===== src/rtl/if_stage.sv =====
// if_stage: instruction fetch, one/two-byte classification, IF/ID register and interrupt entry sequencing
//   clk, rst (sync, active-low)  | pc, stall, flush, irq in
//   imem_addr0/1 out, imem_data0/1 in (combinational dual-read memory)
//   pc_en, pc_imm, pc_int, vec_sel out (PC control)
//   ifid_valid, ifid_instr, ifid_imm, ifid_is_imm, ifid_pc_next, ifid_int out (IF/ID register)
module if_stage #(
  parameter logic [3:0] IMM_OPCODE = 4'hC
) (
  input  logic       clk,
  input  logic       rst,
  input  logic [7:0] pc,
  input  logic       stall,
  input  logic       flush,
  input  logic       irq,
  output logic [7:0] imem_addr0,
  output logic [7:0] imem_addr1,
  input  logic [7:0] imem_data0,
  input  logic [7:0] imem_data1,
  output logic       pc_en,
  output logic       pc_imm,
  output logic       pc_int,
  output logic       vec_sel,
  output logic       ifid_valid,
  output logic [7:0] ifid_instr,
  output logic [7:0] ifid_imm,
  output logic       ifid_is_imm,
  output logic [7:0] ifid_pc_next,
  output logic       ifid_int
);
  typedef enum logic [1:0] {RUN, IRQ_DRAIN, IRQ_VEC} state_t;
  typedef struct packed {
    logic       valid;
    logic [7:0] instr;
    logic [7:0] imm;
    logic       is_imm;
    logic [7:0] pc_next;
    logic       intr;
  } ifid_t;
  state_t     state_q, state_d;
  logic       irq_q, irq_d;
  logic [7:0] ret_q, ret_d;
  ifid_t      ifid_q, ifid_d;
  logic       is_imm;
  assign is_imm       = imem_data0[7:4] == IMM_OPCODE;
  assign imem_addr0   = pc;
  assign imem_addr1   = pc + 8'd1;
  assign pc_en        = state_q == RUN;
  assign pc_imm       = pc_en && is_imm;
  assign pc_int       = state_q == IRQ_VEC;
  assign vec_sel      = pc_int;
  assign ifid_valid   = ifid_q.valid;
  assign ifid_instr   = ifid_q.instr;
  assign ifid_imm     = ifid_q.imm;
  assign ifid_is_imm  = ifid_q.is_imm;
  assign ifid_pc_next = ifid_q.pc_next;
  assign ifid_int     = ifid_q.intr;
  always_comb begin
    state_d = state_q;
    irq_d   = irq_q;
    ret_d   = ret_q;
    ifid_d  = ifid_q;
    case (state_q)
      RUN: begin
        if (flush) ifid_d = '0;
        else if (!stall) begin
          ifid_d = {1'b1, imem_data0, is_imm ? imem_data1 : 8'h00, is_imm,
                    pc + (is_imm ? 8'd2 : 8'd1), 1'b0};
          if (irq) begin
            irq_d   = 1'b1;
            state_d = IRQ_DRAIN;
          end
        end
      end
      // A flush here delays the return-address capture by a cycle so ret picks up the branch target.
      IRQ_DRAIN: begin
        if (flush) ifid_d = '0;
        else if (!stall) begin
          ifid_d  = '0;
          ret_d   = pc;
          state_d = IRQ_VEC;
        end
      end
      IRQ_VEC: begin
        ifid_d  = {1'b0, 16'h0000, 1'b0, ret_q, 1'b1};
        irq_d   = 1'b0;
        state_d = RUN;
      end
      default: state_d = RUN;
    endcase
  end
  always_ff @(posedge clk) begin
    if (!rst) begin
      state_q <= RUN;
      irq_q   <= 1'b0;
      ret_q   <= 8'h00;
      ifid_q  <= '0;
    end else begin
      state_q <= state_d;
      irq_q   <= irq_d;
      ret_q   <= ret_d;
      ifid_q  <= ifid_d;
    end
  end
endmodule


===== config.mk =====
export PLATFORM = sky130hd
export DESIGN_NAME = if_stage
export DESIGN_NICKNAME = d
export VERILOG_FILES = /design/src/rtl/if_stage.sv
export SDC_FILE = /design/constraint.sdc
export NUM_CORES = 1
export LEC_CHECK = 0
export BUFFER_PORTS_ARGS = -buffer_cell sky130_fd_sc_hd__buf_4
export CAP_MARGIN = 20
export CORE_ASPECT_RATIO = 1.2
export CORE_MARGIN = 1
export CORE_UTILIZATION = 43
export CTS_CLUSTER_DIAMETER = 120
export DETAILED_ROUTE_END_ITERATION = 16
export GPL_TIMING_DRIVEN = 0
export PLACE_DENSITY = 0.77
export SYNTH_ARGS = -nofsm -noshare
export SYNTH_HDL_FRONTEND = slang
export SYNTH_SLANG_ARGS = --single-unit

===== constraint.sdc =====
create_clock -name clk -period 1.9 [get_ports clk]
set_input_delay 0.19 -clock clk [delete_from_list [all_inputs] [get_ports clk]]
set_output_delay 0.19 -clock clk [all_outputs]
set_load 0.02 [all_outputs]

==> run summary <==
The run finished with clean final reports. Of the total synthesized cell area, the portion taken by XOR and XNOR cells is 3.88%. STA classifies the critical path startpoint as a flip-flop. The area fraction of the dominant cell type after synthesis is roughly two fifths. The worst setup slack after layout is 0.0974 ns. The global-route wire length before repair is about 7500 µm. The min-delay analysis places its worst path in the category primary input to flip-flop. The largest individual stage delay along the critical path comes from the cell sky130_fd_sc_hd__or4_1. The pre-CTS setup slack is -0.138 ns. Counting both buffers and inverters, the worst setup path holds a total of 1.

The area of the mapped netlist came out at between 1500 and 2000 µm². The complex-gate fraction of the synthesized area came out at around a fifth. The post-detailed-routing wire length is around 4600 µm.

The worst-skew pair later-pin latency is approximately 0.29 ns. CTS placed an instance of sky130_fd_sc_hd__clkbuf_8 at the clock tree root. The share of cell area taken by muxes after synthesis came out at 0%. Summed over all nets, the switching power comes to 0.000524 W. The part of the power in combinational logic came out at between 20 and 25%.

The achievable frequency came out at about 0.55 GHz. The count of filler cells inserted in the layout came out at approximately 370. For the pin with the worst max-slew slack, the measured transition is about 0.53 ns. The synthesized net count is 256. The number of clock buffers inserted by TritonCTS came out at 5. Once detail routing completed, the nets flagged for antenna violations numbered 0.

Data on the critical path arrives at its endpoint at about 2 ns. The mean number of vias per cell is between 5 and 6. The maximum buffer depth of the clock tree came out at 2. The sum of net half-perimeters after detailed placement came out at around 3400 µm. Entering global routing, the biggest net connects 13 pins. The starting density of the core came out at 45.5%.

The fraction of layout instances using a drive strength above 1 came out at approximately 36%. The aggregate global routing overflow is 0. For this run, the number of Yosys warnings is 0. The sequential cell fraction of total power is between 40% and 50%. The DRC violation count after routing came out at 0. For this design, the CTS-stage hold fixing added 0 buffers. The fraction of power spent switching nets is between 20% and 30%.

The clock tree from TritonCTS is built. The post-layout utilization of the core is about two thirds. In this run the worst path has a maximum fanout of 5. The primary flip-flop cell chosen by synthesis mapping is sky130_fd_sc_hd__dfxtp_1. The largest delay contributor family on the critical path is simple AND/OR/NAND/NOR gates. The reported max-cap violation count is 0. The total core area came out at around 4000 µm².

Sequential elements use about two fifths of the synthesized area. The post-synthesis area per instance came out at 8.18 µm². The global routing usage summed across all routing layers came out at between 20% and 30%. The synthesized netlist cell count is ~220. The area of all placed cells without fillers came out at around 2600 µm². The final setup violation count came out at 0. The initial antenna violation count is 0. The count of port buffers added during placement is 74. The clock skew after layout is between 0.007 and 0.008 ns. The total count of max-transition violations in the final report came out at 0. The average wire per standard cell is between 10 and 15 µm. The adder-cell share of the synthesized area is ~4.8%. Relative to the synthesized area, the layout overhead comes to 42.4%. The number of nets in the layout is between 300 and 400. The share of flip-flops with an asynchronous set or reset after synthesis came out at 0%.

The final clock period utilization by the worst path came out at between 90% and 100%. Traced cell by cell, the critical path runs through inv_1, ha_1, nor2_4, nand3_1, or4_1, a31oi_1. The number of detailed-route iterations in the first pass came out at 4. The leakage power came out at between 1 and 1.5 nW. The proportion of power drawn by the clock network is 36.9%. The total number of vias is roughly 1800. The count of H-tree levels built during CTS came out at 2.

The clock sink total is 37. STA classifies the critical path endpoint as a flip-flop. The power density over the cells came out at 750 nW/µm².

The detailed router finished its first iteration with between 60 and 70 violations. For this design the top-level I/O count stands at 76. The number of library cell types mapped by synthesis came out at 39. The worst stage delay on the critical path came out at 0.49 ns.

The number of endpoints with negative hold slack in the final report is 0. The vertical die dimension is between 70 and 80 µm. Of the total synthesized cell area, the portion taken by AND, OR, NAND and NOR gates is 22.6%. The post-CTS clock slew at the launch and capture registers of the worst setup and hold paths is approximately 0.080 ns. The number of global-route vias before repair came out at ~1600. The routability congestion estimate from global placement is 0.804. The worst setup path is of the flip-flop to flip-flop kind.

From left edge to right edge, the die measures between 60 and 70 µm. The number of antenna diodes in the final layout is 0. The data required time at the worst endpoint is about 2.1 ns.

The die covers about 4500 µm². After floorplanning, the core was divided into 25 placement rows. The worst pin sits at a relative slew slack of about 65%.

Setup repair after global routing left no endpoint under its margin. The maximum vdd ir drop came out at between 0.6 and 0.7 mV. The number of synthesized flops with an enable pin came out at 0.

The internal power summed over all cells is 0.00141 W. By area, the combinational part of the netlist is dominated by simple AND/OR/NAND/NOR gates. The post-synthesis sequential element count came out at 37. Yosys attributes the largest share of cell area to sky130_fd_sc_hd__dfxtp_1 41%, sky130_fd_sc_hd__a21oi_1 8.9%, sky130_fd_sc_hd__nand2_1 7.3%, sky130_fd_sc_hd__buf_4 4.2%, sky130_fd_sc_hd__ha_1 4.2%. In this run the cell area measured after placement is ~2400 µm². Summed over all instances, the cell type with the most area after synthesis is sky130_fd_sc_hd__dfxtp_1. The minimum clock period after layout came out at ~1.8 ns.
==> state kept, by name, indices dropped and copies added (netlist names) <==
register,count
ifid_is_imm,1
ifid_pc_next,8
ifid_int,1
ifid_imm,8
ifid_valid,1
state_q,2
ifid_instr,8
ret_q,8
==> through the flow <==
stage | total power [W] | cells | TNS [ns] | hold slack, ns
2_1_floorplan | 0.00106 | 221 | 0 | 0.326
3_3_place_gp | 0.00122 | 349 | -0.455 | 0.437
3_5_place_dp | 0.00123 | 349 | -0.840 | 0.445
4_1_cts | 0.00194 | 357 | 0 | 0.140
5_1_grt | 0.00202 | 357 | 0 | 0.157
6_report | 0.00193 | 357 | 0 | 0.144
==> repair_timing <==
action	in CTS	in global routing
endpoints found under the setup margin	15	12
setup buffers	0	1
gates resized for setup	2	3
pin swaps	0	1
cloned	0	0
==> metal layers <==
layer | share of wire (%) | vias up | GRT usage (%)
li1 | - | 926 | -
met1 | 42 | 838 | 28.3
met2 | 51 | 61 | 36.8
met3 | 5.7 | 5 | 6.21
met4 | 1.2 | 0 | 4.80
met5 | 0 | - | 0
==> cells by family after synthesis <==
kind of cell               Yosys count
xor gates and xnor gates             8
and+or+nand+nor                     83
buffers and inverters               27
AOI/OAI and AO/OA                   59
DFF                                 37
adders and majority gates            7
==> worst reg2reg max path, stage by stage, from the launching register on <==
cell and delay [ns]:
sky130_fd_sc_hd__dfxtp_1 0.38, sky130_fd_sc_hd__inv_1 0.08, sky130_fd_sc_hd__ha_1 0.35, sky130_fd_sc_hd__nor2_4 0.14
sky130_fd_sc_hd__nand3_1 0.14, sky130_fd_sc_hd__or4_1 0.49, sky130_fd_sc_hd__a31oi_1 0.16
==> cells in the final DEF (no fill, tap or decap), drive strengths merged, types with 2 or more instances in the layout <==
cell	Yosys	final
and2	4	4
nand3	13	13
nor3	2	2
a31oi	2	2
a21oi	33	33
dfxtp	37	37
clkbuf	7	12
buf	14	89
xor2	2	2
and3	6	6
nand2b	2	2
a211oi	2	2
a32oi	2	2
xnor2	6	6
inv	6	6
a221oi	2	2
ha	6	6
a22oi	8	8
nor2	14	14
o21ai	7	7
nand2	36	36
==> cell type report <==
class	count	area, µm²	area share, %
Buffer	20	119	4.62
Clock buffer	6	82.6	3.21
Clock inverter	2	37.5	1.46
Inverter	6	22.5	0.875
Multi-Input combinational cell	157	941	36.6
Sequential cell	37	741	28.8
Tap cell	54	67.6	2.63
Timing Repair Buffer	75	563	21.9
==> power groups by stage <==
stage	Clock [W]	Combinational, W	Sequential (W)
after floorplan	0	0.000194	0.000861
after global placement	0	0.000388	0.000834
after detailed placement	0	0.000391	0.000836
after CTS	0.000723	0.000395	0.000818
after global routing	0.000762	0.000436	0.000821
final	0.000713	0.000400	0.000818
==> worst paths after layout <==
| kind | depth (start not counted) | startpoint | endpoint | slack (ns) |
|---|---|---|---|---|
| setup / recovery | 6 | state_q[0]$_SDFFE_PN0P_ | ifid_pc_next[6]$_SDFFE_PN0P_ | 0.1 |
| hold / removal | 3 | imem_data1[2] | ifid_imm[2]$_SDFFE_PN0P_ | 0.14 |
| setup reg to reg | 6 | state_q[0]$_SDFFE_PN0P_ | ifid_pc_next[6]$_SDFFE_PN0P_ | 0.1 |
| hold reg to reg | 2 | ifid_instr[4]$_SDFFE_PN0P_ | ifid_instr[4]$_SDFFE_PN0P_ | 0.45 |
==> Yosys cell counts, types with 3 or more instances <==
| cell type | n |
|---|---|
| sky130_fd_sc_hd__a22oi_1 | 8 |
| sky130_fd_sc_hd__dfxtp_1 | 37 |
| sky130_fd_sc_hd__nand3_1 | 13 |
| sky130_fd_sc_hd__and3_1 | 4 |
| sky130_fd_sc_hd__a21oi_1 | 32 |
| sky130_fd_sc_hd__buf_2 | 4 |
| sky130_fd_sc_hd__xnor2_1 | 6 |
| sky130_fd_sc_hd__buf_4 | 10 |
| sky130_fd_sc_hd__o21ai_0 | 5 |
| sky130_fd_sc_hd__inv_1 | 6 |
| sky130_fd_sc_hd__nand2_1 | 35 |
| sky130_fd_sc_hd__clkbuf_1 | 7 |
| sky130_fd_sc_hd__nor2_1 | 13 |
| sky130_fd_sc_hd__ha_1 | 6 |
| sky130_fd_sc_hd__and2_1 | 3 |
Power figures use the tool's default switching activity.
